**src/rtl/msi_cfg_reader.sv**
```systemverilog
// MSI capability reader: after an enable edge or refresh, settles, then walks the MSI
// capability dwords over the config read port with a per-read timeout and bounded retries.
module msi_cfg_reader #(
  parameter logic [9:0]  MSI_CAP_BASE  = 10'h022,
  parameter int unsigned SETTLE_CYCLES = 256,
  parameter int unsigned TIMEOUT_W     = 9,
  parameter int unsigned MAX_RETRIES   = 3,
  parameter logic [63:0] DEF_ADDR      = 64'h00000000_FEEFF00C,
  parameter logic [15:0] DEF_DATA      = 16'h4162
) (
  input  logic        trn_clk,
  input  logic        reset,
  input  logic        cfg_interrupt_msienable,
  input  logic        refresh,
  output logic [9:0]  cfg_dwaddr,
  output logic        cfg_rd_en_n,
  input  logic [31:0] cfg_do,
  input  logic        cfg_rd_wr_done_n,
  output logic [63:0] msi_message_addr_reg,
  output logic [15:0] msi_message_data_reg,
  output logic [2:0]  msi_mme,
  output logic        msi_valid,
  output logic        msi_busy,
  output logic        msi_error
);
  typedef enum logic [2:0] {S_IDLE, S_SETTLE, S_ISSUE, S_WAIT, S_DONE, S_ERR} state_t;

  localparam logic [1:0]  IDX_CTRL    = 2'd0;
  localparam logic [1:0]  IDX_ALO     = 2'd1;
  localparam logic [1:0]  IDX_AHI     = 2'd2;
  localparam logic [1:0]  IDX_DATA    = 2'd3;
  localparam logic [15:0] SETTLE_LAST = 16'(SETTLE_CYCLES - 1);
  localparam logic [3:0]  RETRY_MAX   = 4'(MAX_RETRIES);

  state_t               r_state, w_next;
  logic                 r_en_q, r_armed;
  logic [15:0]          r_settle_cnt;
  logic [TIMEOUT_W-1:0] r_to_cnt;
  logic [3:0]           r_retry;
  logic [1:0]           r_idx;
  logic                 r_is64;
  logic [9:0]           r_dwaddr;
  logic [63:0]          r_addr;
  logic [15:0]          r_data;
  logic [2:0]           r_mme;
  logic                 r_error;

  logic       w_start, w_done, w_to_term, w_capture, w_retry, w_enter;
  logic [1:0] w_idx_nxt, w_issue_idx;
  logic [9:0] w_issue_addr;

  // Armed only once enable has been seen low, so a level held through reset is not an edge.
  assign w_start   = r_armed & cfg_interrupt_msienable & (~r_en_q | refresh);
  assign w_done    = ~cfg_rd_wr_done_n;
  assign w_to_term = &r_to_cnt;
  assign w_enter   = (w_next == S_SETTLE) && (r_state != S_SETTLE);

  always_ff @(posedge trn_clk or posedge reset) begin
    if (reset) r_state <= S_IDLE;
    else       r_state <= w_next;
  end

  always_comb begin
    w_next    = r_state;
    w_capture = 1'b0;
    w_retry   = 1'b0;
    case (r_state)
      S_IDLE, S_DONE, S_ERR: if (w_start) w_next = S_SETTLE;
      S_SETTLE: if (r_settle_cnt == SETTLE_LAST) w_next = S_ISSUE;
      S_ISSUE:  w_next = S_WAIT;
      S_WAIT: begin
        if (w_done) begin
          w_capture = 1'b1;
          w_next    = (r_idx == IDX_DATA) ? S_DONE : S_ISSUE;
        end else if (w_to_term) begin
          if (r_retry < RETRY_MAX) begin
            w_retry = 1'b1;
            w_next  = S_ISSUE;
          end else begin
            w_next = S_ERR;
          end
        end
      end
      default: w_next = S_IDLE;
    endcase
    if (!cfg_interrupt_msienable) begin
      w_next    = S_IDLE;
      w_capture = 1'b0;
      w_retry   = 1'b0;
    end
  end

  always_comb begin
    w_idx_nxt = IDX_DATA;
    case (r_idx)
      IDX_CTRL: w_idx_nxt = IDX_ALO;
      IDX_ALO:  w_idx_nxt = r_is64 ? IDX_AHI : IDX_DATA;
      default:  w_idx_nxt = IDX_DATA;
    endcase
    w_issue_idx = r_idx;
    if (r_state == S_SETTLE) w_issue_idx = IDX_CTRL;
    else if (w_capture)      w_issue_idx = w_idx_nxt;
    case (w_issue_idx)
      IDX_CTRL: w_issue_addr = MSI_CAP_BASE;
      IDX_ALO:  w_issue_addr = MSI_CAP_BASE + 10'd1;
      IDX_AHI:  w_issue_addr = MSI_CAP_BASE + 10'd2;
      default:  w_issue_addr = MSI_CAP_BASE + (r_is64 ? 10'd3 : 10'd2);
    endcase
  end

  always_ff @(posedge trn_clk or posedge reset) begin
    if (reset) begin
      r_en_q       <= 1'b0;
      r_armed      <= 1'b0;
      r_settle_cnt <= '0;
      r_to_cnt     <= '0;
      r_retry      <= '0;
      r_idx        <= IDX_CTRL;
      r_is64       <= 1'b0;
      r_dwaddr     <= '0;
      r_addr       <= DEF_ADDR;
      r_data       <= DEF_DATA;
      r_mme        <= '0;
      r_error      <= 1'b0;
    end else begin
      r_en_q <= cfg_interrupt_msienable;
      if (!cfg_interrupt_msienable) r_armed <= 1'b1;

      if (w_enter) begin
        r_settle_cnt <= '0;
        r_retry      <= '0;
        r_idx        <= IDX_CTRL;
        r_error      <= 1'b0;
      end else if (r_state == S_SETTLE && r_settle_cnt != SETTLE_LAST) begin
        r_settle_cnt <= r_settle_cnt + 16'd1;
      end

      if (w_next == S_ISSUE) begin
        r_idx    <= w_issue_idx;
        r_dwaddr <= w_issue_addr;
      end

      if (r_state == S_ISSUE)                 r_to_cnt <= '0;
      else if (r_state == S_WAIT && !w_to_term) r_to_cnt <= r_to_cnt + 1'b1;

      if (w_retry) r_retry <= r_retry + 4'd1;
      if (r_state == S_WAIT && w_next == S_ERR) r_error <= 1'b1;

      if (w_capture) begin
        r_retry <= '0;
        case (r_idx)
          IDX_CTRL: begin
            r_mme  <= cfg_do[22:20];
            r_is64 <= cfg_do[23];
          end
          IDX_ALO: begin
            r_addr[31:0] <= cfg_do;
            if (!r_is64) r_addr[63:32] <= '0;
          end
          IDX_AHI: r_addr[63:32] <= cfg_do;
          default: r_data <= cfg_do[15:0];
        endcase
      end
    end
  end

  assign cfg_dwaddr           = r_dwaddr;
  assign cfg_rd_en_n          = (r_state != S_ISSUE);
  assign msi_message_addr_reg = r_addr;
  assign msi_message_data_reg = r_data;
  assign msi_mme              = r_mme;
  assign msi_valid            = (r_state == S_DONE);
  assign msi_busy             = (r_state == S_SETTLE) || (r_state == S_ISSUE) || (r_state == S_WAIT);
  assign msi_error            = r_error;
endmodule

```
**config.mk**
```make
export PLATFORM = sky130hd
export DESIGN_NAME = msi_cfg_reader
export DESIGN_NICKNAME = d
export VERILOG_FILES = /design/src/rtl/msi_cfg_reader.sv
export SDC_FILE = /design/constraint.sdc
export NUM_CORES = 1
export LEC_CHECK = 0
export BUFFER_PORTS_ARGS = -buffer_cell sky130_fd_sc_hd__clkbuf_2
export CORE_MARGIN = 2
export CORE_UTILIZATION = 59
export CTS_BUF_LIST = sky130_fd_sc_hd__clkbuf_4
export DETAILED_ROUTE_END_ITERATION = 8
export GPL_TIMING_DRIVEN = 0
export PLACE_DENSITY = 0.87
export SLEW_MARGIN = 20
export SYNTH_ARGS = -nofsm -noshare
export SYNTH_HDL_FRONTEND = slang
export SYNTH_SLANG_ARGS = --single-unit
export TNS_END_PERCENT = 50
```
**constraint.sdc**
```tcl
create_clock -name trn_clk -period 5.8 [get_ports trn_clk]
set_input_delay 0.58 -clock trn_clk [delete_from_list [all_inputs] [get_ports trn_clk]]
set_output_delay 0.58 -clock trn_clk [all_outputs]
set_load 0.05 [all_outputs]
```
# Yosys cells after proc, flatten, opt, wreduce, memory -nomap -nowiden
# Index checks and enable logic that the tools add are counted.
[word_totals] ff_bits=131 out_inout_bits=97 word_cells=100
[classes] n_addsub=4 order_cmp=1 eq_ne=18 mux=35 bitwise=5 n_reduce_logical=23
[ops] operator="$pmux W32 S2" count=1
[ops] operator="$mux W16" count=2
[ops] operator="$mux W32" count=1
[ops] operator="$mux W3" count=7
[ops] operator="$pmux W7 S3" count=1
[ops] operator="$mux W9" count=2
[ops] operator="$add A16 B1 Y16 const B" count=1
[ops] operator="$eq A16 B8 Y1 const B" count=1
[ops] operator="$ne A16 B8 Y1 const B" count=1
[ops] operator="$mux W1" count=12
[ops] operator="$mux W4" count=3
[ops] operator="$pmux W3 S4" count=1
[ops] operator="$reduce_bool A2 Y1" count=5
[ops] operator="$add A9 B1 Y9 const B" count=1
[ops] operator="$eq A3 B2 Y1 const B" count=3
[ops] operator="$eq A3 B3 Y1 const B" count=3
[ops] operator="$reduce_and A9 Y1" count=1
[ops] operator="$mux W2" count=4
[ops] operator="$add A6 B2 Y7 const A" count=1
[ops] operator="$eq A2 B2 Y1 const B" count=3
[ops] operator="$eq A3 B1 Y1 const B" count=2
[ops] operator="$reduce_and A2 Y1" count=3
[ops] operator="$reduce_or A3 Y1" count=2
[ops] operator="$add A4 B1 Y4 const B" count=1
[ops] operator="other kinds (16)" count=24

# Longest topological paths before layout
[depth] word_depth=11 ltp_mapped=10

# Worst setup path after synthesis
# OpenSTA, ideal clock, no wires.
[synth_path] kind="register to register" from="register r_to_cnt[0]" to="register r_dwaddr[0], in the netlist cfg_dwaddr[0]" setup_time_ps=125 t_arrival_ps=2350 required_time_ps=5675 slack_ps=3325 stages_incl_launch_ff=11 path_buffers=1 cell_sequence="dfrtp_1 ha_1 nand3_1 nor2_1 ha_1 or4b_1 a31oi_1 a22o_2 and4_1 buf_6 mux2_4"
[synth_via] elab_chain_cells=6
[synth_rtl] element="start, declared" line="38" rtl="logic [TIMEOUT_W-1:0] r_to_cnt;"
[synth_rtl] element="start signal, assigned" line="144" rtl="else if (r_state == S_WAIT && !w_to_term) r_to_cnt <= r_to_cnt + 1'b1;"
[synth_rtl] element="$reduce_and A9 Y1" line="55" rtl="assign w_to_term = &r_to_cnt;"
[synth_rtl] element="$mux W3" line="75" rtl="end else if (w_to_term) begin"
[synth_rtl] element="$mux W3" line="72" rtl="if (w_done) begin"
[synth_rtl] element="$pmux W3 S4" line="67" rtl="case (r_state)"
[synth_rtl] element="$mux W3" line="86" rtl="if (!cfg_interrupt_msienable) begin"
[synth_rtl] element="$eq A3 B2 Y1" line="138" rtl="if (w_next == S_ISSUE) begin"
[synth_rtl] element="end signal, assigned" line="140" rtl="r_dwaddr <= w_issue_addr;"
[synth_rtl] element="end, declared" line="42" rtl="logic [9:0] r_dwaddr;"
# Every way passes these cells.
# A chain may end at the register's enable or synchronous reset.

# Worst setup path in the final report
[layout_path] from="register r_to_cnt[1]" to="register r_dwaddr[1], in the netlist cfg_dwaddr[1]"
# The elaborated chain is that of the path after synthesis.

==> flow_summary.yaml <==
layout:
  final_core_util: 0.741
  diodes: 0
  areaGrowthSynthToFinish_pct: 20.6
  largest_reg_flops: 64
  layout.nets: 666
  layout-drive-gt1-share: 0.404
  fillCellCount: 614
setup_path:
  rr_worst_depth: 10
  r2r-end: "cfg_dwaddr[1]"
  critPathArrivalTime_ps: 3260
  crit_path_end_kind: "flip-flop"
  crit_type: "flip-flop to flip-flop"
  worstReg2RegStart: "r_to_cnt[1]"
  start_kind: "flip-flop"
  r2r_slack_ps: 2920
  path_max_fanout: 6
  critPathRequiredTime_ps: 6180
route:
  vias: 4235
  drt_wl_total_um: 12500
  first_pass_iters: 6
  wire_per_inst_um: 16.8
  vias_per_cell: 5.68
  drt_iter0_drc: 262
  drc: 0
  ant_nets: 0
yosys:
  synthXorXnorAreaFrac: 0.0178
  synth.avg_cell_area_sq_um: 11.4
  synth_flop_cell: "dfrtp_1"
  synthMuxAreaShare: 0.116
  synth-edff-count: 0
  synth_top_family_by_area: "simple AND/OR/NAND/NOR gates"
  yosys-top-cells-count: "100 x dfrtp_1, 73 x nand2_1, 51 x mux2_2"
  yosys.area.top_type_share: 0.463
  yosysMostFrequentCell: "dfrtp_1"
  synth_top_area_cell: "dfrtp_1"
  yosys_warnings: 0
  yosysSeqAreaShare: 0.584
  ys_types: 55
  synth-simple-area-share: 0.140
  synth.area.top_cells: "dfrtp_1 46%, dfstp_2 12%, mux2_2 11%"
  synth_compound_area_frac: 0.0967
  synthArstFlopShare: 1.00
  synth_fa_ha_area_frac: 0.00925
  synth_area_sq_um: 5410
  ys_seq_elements: 125
  syn-instance-count: 474
timing:
  grt_setup_unrepaired: "false"
  relSlewSlack: 0.348
  fin_crit_sh: 0.496
  finalSetupViolations: 0
  drv_slew: 0
  finalSetupTns_ps: 0
  finalHoldViolCount: 0
  whs_ps: 76.0
  timing.fmax_ghz: 0.347
  fin_worst_skew_ps: 15.0
  period_minus_slack_ps: 2880
  worstMarginPinSlew_ps: 969
global_routing:
  antenna_found_initial: 0
  grt-ovfl-total: 0
  gr-usage-all-layers: 0.263
  grt_pass1_wl_um: 20400
  grt_pass1_vias: 4319
  grt_max_degree: 85
pwr:
  powerDensity_nw_per_um2: 305
  peakVddDrop_mv: 0.181
  power_mw: 1.99
  leakage_nw: 3.21
cts:
  path_clk_slew_ps: 110
  cts_tree: "done"
  clk_latency_ps: 490
  post_cts_buffers: 0
  clkSinkCount: 125
  cts.path.max_buffers: 2
  clock-root-buffer: "clkbuf_4"
  cts.repair.resized: 0
  holdBufCountCts: 0
  numCtsBuffers: 17
  htreeDepth: 4
placement:
  hpwl_um: 8910
  gp_congestion: 0.827
  port_buffers: 126
floorplanning:
  core-area_sq_um: 8810
  io_pins: 134
  chipHeight_um: 99.7
  fp.dieW_um: 99.7
  die_area_sq_um: 9950
  fp-row-count: 34
  start_util: 0.614
flow_run:
  cap_violations: 0
status:
  status: "complete, no violations"
hold_path:
  hp-class: "primary input to async pin"
worst max-delay path, stage by stage (launching register included):
cell     delay (ps)
dfrtp_1         400
ha_1            230
nand3_1          90
nor2_1          140
ha_1            300
or4b_1          520
a31oi_1         200
a22o_2          240
and4_1          230
buf_6           130
mux2_4          300
cells by family (layout without fill, tap and decap cells):
kind of cell	count (synthesis)	after routing
muxes	55	55
and+or+nand+nor	155	155
AOI/OAI and AO/OA	86	86
buffers and inverters	37	196
adders and majority gates	4	4
xor gates and xnor gates	11	11
other	1	6
DFF	125	125
placed cells by master, fill, tap and decap left out, types with 2 or more instances in the layout:
master / n
a21oi_1: 18
a22o_1: 2
a32o_1: 3
and2_1: 5
and3_1: 10
and4_1: 4
buf_2: 3
buf_4: 11
bufinv_16: 3
clkbuf_1: 13
clkbuf_2: 126
clkbuf_4: 17
clkinv_1: 2
clkinv_2: 3
clkinv_4: 3
clkinvlp_4: 2
conb_1: 6
dfrtp_1: 100
dfstp_2: 25
ha_1: 4
inv_1: 8
inv_6: 3
mux2_2: 51
mux2_4: 2
nand2_1: 73
nand2b_1: 2
nand3_1: 6
nand3b_1: 2
nand4_1: 6
nor2_1: 25
nor3b_1: 2
o2111ai_1: 3
o211ai_1: 6
o21ai_0: 40
o31ai_1: 3
or3_1: 9
xor2_1: 10
worst max path at each step:
| stage | endpoint | cells past startpoint | slack, ps | from |
|---|---|---|---|---|
| after CTS | cfg_dwaddr[0] | 10 | 2950 | r_to_cnt[3] |
| after floorplan | cfg_dwaddr[0] | 1 | 1930 | reset |
| after global placement | msi_message_data_reg[2] | 2 | 720 | reset |
| after global routing | cfg_dwaddr[0] | 10 | 2750 | r_to_cnt[0] |
| after detailed placement | cfg_dwaddr[1] | 10 | 3030 | r_to_cnt[3] |
| final | cfg_dwaddr[1] | 10 | 2920 | r_to_cnt[1] |
where the power goes:
group | internal [mW] | switching, mW | leakage [nW]
Combinational | 0.106 | 0.274 | 1.42
Clock | 0.298 | 0.331 | 0.157
Sequential | 0.936 | 0.0432 | 1.62
cell type report:
cell class,instances,area (sq um),area share
multi-input combinational,317,2080,0.318
clock inverter,15,171,0.0263
inverter,9,38.8,0.00595
buffer,28,158,0.0242
timing repair buffer,127,658,0.101
tap,108,135,0.0207
clock buffer,17,128,0.0196
sequential,125,3160,0.484
metrics by stage:
stage	cell area, sq um	instances	setup WS (ps)
2_1_floorplan	5430	479	1930
4_1_cts	6520	746	2950
3_3_place_gp	6190	713	721
6_report	6520	746	2920
3_5_place_dp	6220	714	3030
5_1_grt	6520	746	2750
layer usage:
metal	wire, um	vias up	GRT usage
met5	0	-	0
met4	211	0	0.0738
met3	822	21	0.0864
met2	6440	141	0.453
met1	5040	2116	0.317
li1	-	1957	-
Note: power is estimated with default switching activity, not from simulation.
